<file path="config.mk">
export PLATFORM = sky130hd
export DESIGN_NAME = uart_packet_framer
export DESIGN_NICKNAME = d
export VERILOG_FILES = /design/src/rtl/uart_packet_framer_pkg.sv /design/src/rtl/uart_packet_framer_byte_fifo.sv /design/src/rtl/uart_packet_framer.sv
export SDC_FILE = /design/constraint.sdc
export NUM_CORES = 1
export LEC_CHECK = 0
export CORE_ASPECT_RATIO = 0.9
export CORE_MARGIN = 3
export CORE_UTILIZATION = 65
export CTS_CLUSTER_SIZE = 28
export DETAILED_ROUTE_END_ITERATION = 10
export MAX_ROUTING_LAYER = met4
export PLACE_DENSITY = 0.81
export SLEW_MARGIN = 20
export SYNTH_ARGS = -nofsm -noshare
export SYNTH_HDL_FRONTEND = slang
export SYNTH_SLANG_ARGS = --single-unit
</file>
<file path="constraint.sdc">
create_clock -name clock -period 10.75 [get_ports clock]
set_input_delay 3.225 -clock clock [delete_from_list [all_inputs] [get_ports clock]]
set_output_delay 3.225 -clock clock [all_outputs]
set_load 0.05 [all_outputs]
</file>
<file path="src/rtl/uart_packet_framer_pkg.sv">
// Shared definitions for the UART packet framer: start-of-frame byte,
// length-field width and the parser state encoding.
package uart_packet_framer_pkg;

    localparam logic [7:0] MAGIC_DEFAULT = 8'h51;
    localparam int         LEN_W         = 16;

    typedef enum logic [2:0] {
        WAIT_MAGIC,
        LEN_HI,
        LEN_LO,
        PAYLOAD,
        DISCARD
    } parser_state_e;

endpackage

</file>
<file path="src/rtl/uart_packet_framer_byte_fifo.sv">
// Circular-buffer FIFO holding payload entries {byte, last}.
// The head is presented only after the entry's write edge, so the
// push-to-head latency is one cycle and the FIFO never falls through.
module byte_fifo
    import uart_packet_framer_pkg::*;
#(
    parameter int WIDTH           = 9,
    parameter int FIFO_LOG2_DEPTH = 6
) (
    input  logic                       clock,
    input  logic                       clear,
    input  logic                       push,
    input  logic [WIDTH-1:0]           push_data,
    input  logic                       pop,
    output logic [WIDTH-1:0]           head,
    output logic                       empty,
    output logic [FIFO_LOG2_DEPTH:0]   occupancy
);

    localparam int DEPTH = 1 << FIFO_LOG2_DEPTH;
    localparam logic [FIFO_LOG2_DEPTH:0] DEPTH_CNT = (FIFO_LOG2_DEPTH + 1)'(DEPTH);

    logic [FIFO_LOG2_DEPTH-1:0] wr_ptr_q, wr_ptr_d;
    logic [FIFO_LOG2_DEPTH-1:0] rd_ptr_q, rd_ptr_d;
    logic [FIFO_LOG2_DEPTH:0]   count_q, count_d;
    logic [WIDTH-1:0]           mem_q [DEPTH];

    logic full;
    logic do_push;
    logic do_pop;

    assign empty     = (count_q == '0);
    assign full      = (count_q == DEPTH_CNT);
    assign do_pop    = pop & ~empty;
    // A push into a full FIFO is only taken when the head leaves in the same cycle.
    assign do_push   = push & (~full | do_pop);
    assign occupancy = count_q;
    assign head      = empty ? '0 : mem_q[rd_ptr_q];

    // Next pointer and occupancy values from the push/pop pair.
    always_comb begin
        wr_ptr_d = wr_ptr_q;
        rd_ptr_d = rd_ptr_q;
        count_d  = count_q;
        if (do_push) begin
            wr_ptr_d = wr_ptr_q + 1'b1;
        end
        if (do_pop) begin
            rd_ptr_d = rd_ptr_q + 1'b1;
        end
        case ({do_push, do_pop})
            2'b10:   count_d = count_q + 1'b1;
            2'b01:   count_d = count_q - 1'b1;
            default: count_d = count_q;
        endcase
    end

    // Pointer and occupancy registers; clear empties the FIFO.
    always_ff @(posedge clock or posedge clear) begin
        if (clear) begin
            wr_ptr_q <= '0;
            rd_ptr_q <= '0;
            count_q  <= '0;
        end else begin
            wr_ptr_q <= wr_ptr_d;
            rd_ptr_q <= rd_ptr_d;
            count_q  <= count_d;
        end
    end

    // Storage array; contents need no reset because empty masks the head.
    always_ff @(posedge clock) begin
        if (do_push) begin
            mem_q[wr_ptr_q] <= push_data;
        end
    end

endmodule

</file>
<file path="src/rtl/uart_packet_framer.sv">
// UART packet framer: parses MAGIC / 16-bit big-endian length / payload
// frames from the UART byte stream and emits the payload as a
// valid/ready/last stream. Packets that do not fit in the free FIFO space
// at header time are consumed and discarded, and counted.
module uart_packet_framer
    import uart_packet_framer_pkg::*;
#(
    parameter logic [7:0] MAGIC           = MAGIC_DEFAULT,
    parameter int         FIFO_LOG2_DEPTH = 6
) (
    input  logic       clock,
    input  logic       clear,
    input  logic       uart_valid,
    input  logic [7:0] uart_data,
    input  logic       ready,
    output logic       valid,
    output logic [7:0] data,
    output logic       last,
    output logic [7:0] dropped_packets
);

    localparam int DEPTH = 1 << FIFO_LOG2_DEPTH;
    localparam logic [FIFO_LOG2_DEPTH:0] DEPTH_CNT = (FIFO_LOG2_DEPTH + 1)'(DEPTH);

    parser_state_e     state_q, state_d;
    logic [7:0]        len_hi_q, len_hi_d;
    logic [LEN_W-1:0]  remaining_q, remaining_d;
    logic [7:0]        dropped_q, dropped_d;

    logic [LEN_W-1:0]           len_full;
    logic [FIFO_LOG2_DEPTH:0]   occupancy;
    logic [FIFO_LOG2_DEPTH:0]   free_space;
    logic                       fifo_push;
    logic [8:0]                 fifo_push_data;
    logic [8:0]                 fifo_head;
    logic                       fifo_empty;
    logic                       fifo_pop;

    assign len_full   = {len_hi_q, uart_data};
    // Free space is taken from the registered occupancy; a pop in the
    // header cycle is deliberately not credited.
    assign free_space = DEPTH_CNT - occupancy;

    // Parser next-state, length/remaining bookkeeping and push generation.
    always_comb begin
        state_d        = state_q;
        len_hi_d       = len_hi_q;
        remaining_d    = remaining_q;
        dropped_d      = dropped_q;
        fifo_push      = 1'b0;
        fifo_push_data = {uart_data, (remaining_q == LEN_W'(1))};
        if (uart_valid) begin
            case (state_q)
                WAIT_MAGIC: begin
                    if (uart_data == MAGIC) begin
                        state_d = LEN_HI;
                    end
                end
                LEN_HI: begin
                    len_hi_d = uart_data;
                    state_d  = LEN_LO;
                end
                LEN_LO: begin
                    remaining_d = len_full;
                    if (len_full == '0) begin
                        state_d = WAIT_MAGIC;
                    end else if (len_full <= LEN_W'(free_space)) begin
                        state_d = PAYLOAD;
                    end else begin
                        state_d   = DISCARD;
                        dropped_d = dropped_q + 8'd1;
                    end
                end
                PAYLOAD: begin
                    fifo_push   = 1'b1;
                    remaining_d = remaining_q - LEN_W'(1);
                    if (remaining_q == LEN_W'(1)) begin
                        state_d = WAIT_MAGIC;
                    end
                end
                DISCARD: begin
                    remaining_d = remaining_q - LEN_W'(1);
                    if (remaining_q == LEN_W'(1)) begin
                        state_d = WAIT_MAGIC;
                    end
                end
                default: state_d = WAIT_MAGIC;
            endcase
        end
    end

    // Parser and counter registers; clear returns to hunting for MAGIC.
    always_ff @(posedge clock or posedge clear) begin
        if (clear) begin
            state_q     <= WAIT_MAGIC;
            len_hi_q    <= '0;
            remaining_q <= '0;
            dropped_q   <= '0;
        end else begin
            state_q     <= state_d;
            len_hi_q    <= len_hi_d;
            remaining_q <= remaining_d;
            dropped_q   <= dropped_d;
        end
    end

    byte_fifo #(
        .WIDTH           (9),
        .FIFO_LOG2_DEPTH (FIFO_LOG2_DEPTH)
    ) u_fifo (
        .clock     (clock),
        .clear     (clear),
        .push      (fifo_push),
        .push_data (fifo_push_data),
        .pop       (fifo_pop),
        .head      (fifo_head),
        .empty     (fifo_empty),
        .occupancy (occupancy)
    );

    assign valid           = ~fifo_empty;
    assign fifo_pop        = valid & ready;
    assign data            = fifo_head[8:1];
    assign last            = fifo_head[0];
    assign dropped_packets = dropped_q;

endmodule

</file>
==> reports/metrics.yaml <==
run_status:
  status: "complete, no violations"
cells_and_area:
  final_common_cell: "edfxtp_1"
  fin_cells: 1983
  drive_above_1_share_pct: 17.47
  fillCellCount: 2095
  areaGrowthSynthToFinish_pct: 10.19
  nets: 1448
  mostFrequentLayoutCells: "edfxtp_1, mux4_2, nor2_1, clkbuf_16, mux2i_1"
synth:
  yosysWarnings: 0
  yosys_register_bits: 630
  syn_avg_cell_area_um2: 18.31
  synth_nets: 1415
  netlist_area_um2: 25340
  synth_edf_count: 576
  yosysSeqAreaShare_pct: 73.59
  syn_inst: 1384
  async_flop_share_pct: 8.571
  synthFlopType: "edfxtp_1"
  yosysUniqueCellTypes: 60
hold_path:
  min_delay_path_depth: 1
  hold_class: "reg -> reg"
  hold_start: "dropped_packets[7]"
die:
  dieArea_um2: 41390
  die_x_um: 214.1
  ios: 30
  initial_core_util_pct: 67.03
  fp.dieH_um: 193.3
  core_area_um2: 37810
  rows: 67
sta:
  max-slew-margin-rel_pct: 23.63
  slew_viol_final: 0
  worst_pin_slew_ps: 1141
  max_freq_ghz: 0.1209
  grt_setup_unrepaired: "false"
  period_minus_slack_ps: 8273
  fin_tns_setup_ps: 0
  setup_viol: 0
  hold_violations: 0
  fin_hold_ws_ps: 492.1
  fin_crit_sh_pct: 76.96
  finalClockSkew_ps: 26.79
clocking:
  clock-root-buffer: "clkbuf_16"
  clk_path_buf_depth: 3
  cts_tree: "done"
  cts_setup_buffers: 0
  cts_max_level: 2
  cts_buffers: 57
  clk_latency_ps: 600
  clk_pin_slew_ps: 60
  postCtsHoldBufs: 0
  cts.sinks: 630
  cts_resized: 0
critical_path:
  crit-reg2reg-launch: "u_fifo.occupancy[0]"
  timing.reg2reg.setup_slack_ps: 6920
  crit_chain: "and2_1, nand2_1, o22ai_1, a211oi_1, a21oi_1, a22o_1, clkdlybuf4s50_1"
  worst_path_largest_cell_delay_ps: 1060
  path_class: "reg -> out"
  cp_slowest_cell: "dfrtp_2"
  critPathMaxFanout: 42
  required_ps: 7530
  cp-start-kind: "flip-flop"
  arrival_ps: 5050
  r2r_cells: 7
  critPathCaptureType: "output port"
  startpoint: "u_fifo.rd_ptr_q[2]"
power_and_ir_drop:
  p_leak_nw: 9.045
  p_per_area_nw_per_um2: 251.5
  ir_drop_mv: 0.2213
place:
  dpl.cell_count: 1875
  numPortBuffers: 29
  gp_congestion: 0.8979
  hpwl_um: 33430
grt:
  grt_pass1_wl_um: 88700
  grt-ovfl-total: 0
  grt_max_degree: 116
  grt_pass1_vias: 13738
  gr-usage-all-layers_pct: 29.64
  antenna_found_initial: 1
drt:
  drt_drc_violations_left: 0
  drt_iter0_markers: 1877
  drt-wirelength-per-cell_um: 29.50
  wirelength_um: 58490
  antenna_left: 0
  vias: 13741
  via_per_inst: 6.929
  firstDrtPassIters: 6
run:
  maxCapViolations: 0
-- synthesized netlist by cell type (all sizes together), types with 13 or more instances --
master  instances  share of area (%)
a21oi          51                1.0
a22o           18               0.62
o21ai          27               0.55
edfxtp        576                 68
nor3           13               0.26
clkbuf         42               0.62
inv            17               0.25
nand2          34               0.50
mux4          116                 10
ha             18               0.89
xnor2          14               0.48
nor2           96                1.4
mux2i          57                2.3
a211oi         27               0.80
nand3          24               0.47
dfrtp          54                5.3
o22ai          18               0.44
a22oi          36                1.1
buf            32               0.66
-- per-stage QoR --
stage          area, um2  worst slack [ps]  utilization [%]  power, mW
5_1_grt            27920              2355            73.85      7.264
2_1_floorplan      25340              5001                -      4.420
3_3_place_gp       26090              3375            69.00      4.999
6_report           27920              2477            73.85      7.023
4_1_cts            27910              2568            73.82      7.011
3_5_place_dp       26090              3231            69.00      5.053
-- sequential cells by signal (all words and copies together), names as in the netlist --
name	count
remaining_q	16
state_q	3
u_fifo.rd_ptr_q	6
u_fifo.occupancy	7
len_hi_q	8
dropped_packets	8
u_fifo.mem_q	576
u_fifo.wr_ptr_q	6
-- cells by family after synthesis --
kind of cell | count (synthesis) | synth area share [%]
simple gates | 217 | 4.049
compound gates | 216 | 5.821
mux | 185 | 13.14
buf+inv | 91 | 1.536
xor+xnor | 26 | 0.8986
fa+ha+maj | 19 | 0.9678
flops | 630 | 73.59
-- final timing paths --
kind / end
setup / recovery: data[7]
hold / removal: dropped_packets[7]
setup reg to reg: u_fifo.mem_q[7][1]
hold reg to reg: dropped_packets[7]
max in group asynchronous: u_fifo.rd_ptr_q[1]
min in group asynchronous: u_fifo.occupancy[3]
-- layout make-up --
type | instances | area, um2 | area share, %
diodes | 1 | 2.502 | 0.008962
clock buffers | 85 | 1655 | 5.928
well taps | 517 | 646.9 | 2.317
repair buffers | 48 | 405.4 | 1.452
multi-input cells | 663 | 6326 | 22.66
inverters | 17 | 63.81 | 0.2285
clock inverters | 22 | 165.2 | 0.5915
flip-flops and latches | 630 | 18660 | 66.82
-- layer usage --
layer  GRT usage [%]  wire length, um
met1           42.21            21890
met4           10.22             2101
met5               -                0
met3           6.071             6713
met2           44.03            27780
-- where the power goes --
part | total [mW] | internal (mW) | switching [mW]
sequential | 2.94 | 2.76 | 0.184
clock | 1.97 | 1.11 | 0.858
combinational | 2.11 | 0.870 | 1.24
total | 7.02 | 4.74 | 2.28
-- worst max-delay path: cells and delay by family (launching register included) --
kind | cells | cell delay, ps
compound gates | 4 | 1030
buf+inv | 1 | 830
flops | 1 | 1060
simple gates | 2 | 1520
(Power assumes the default switching activity.)
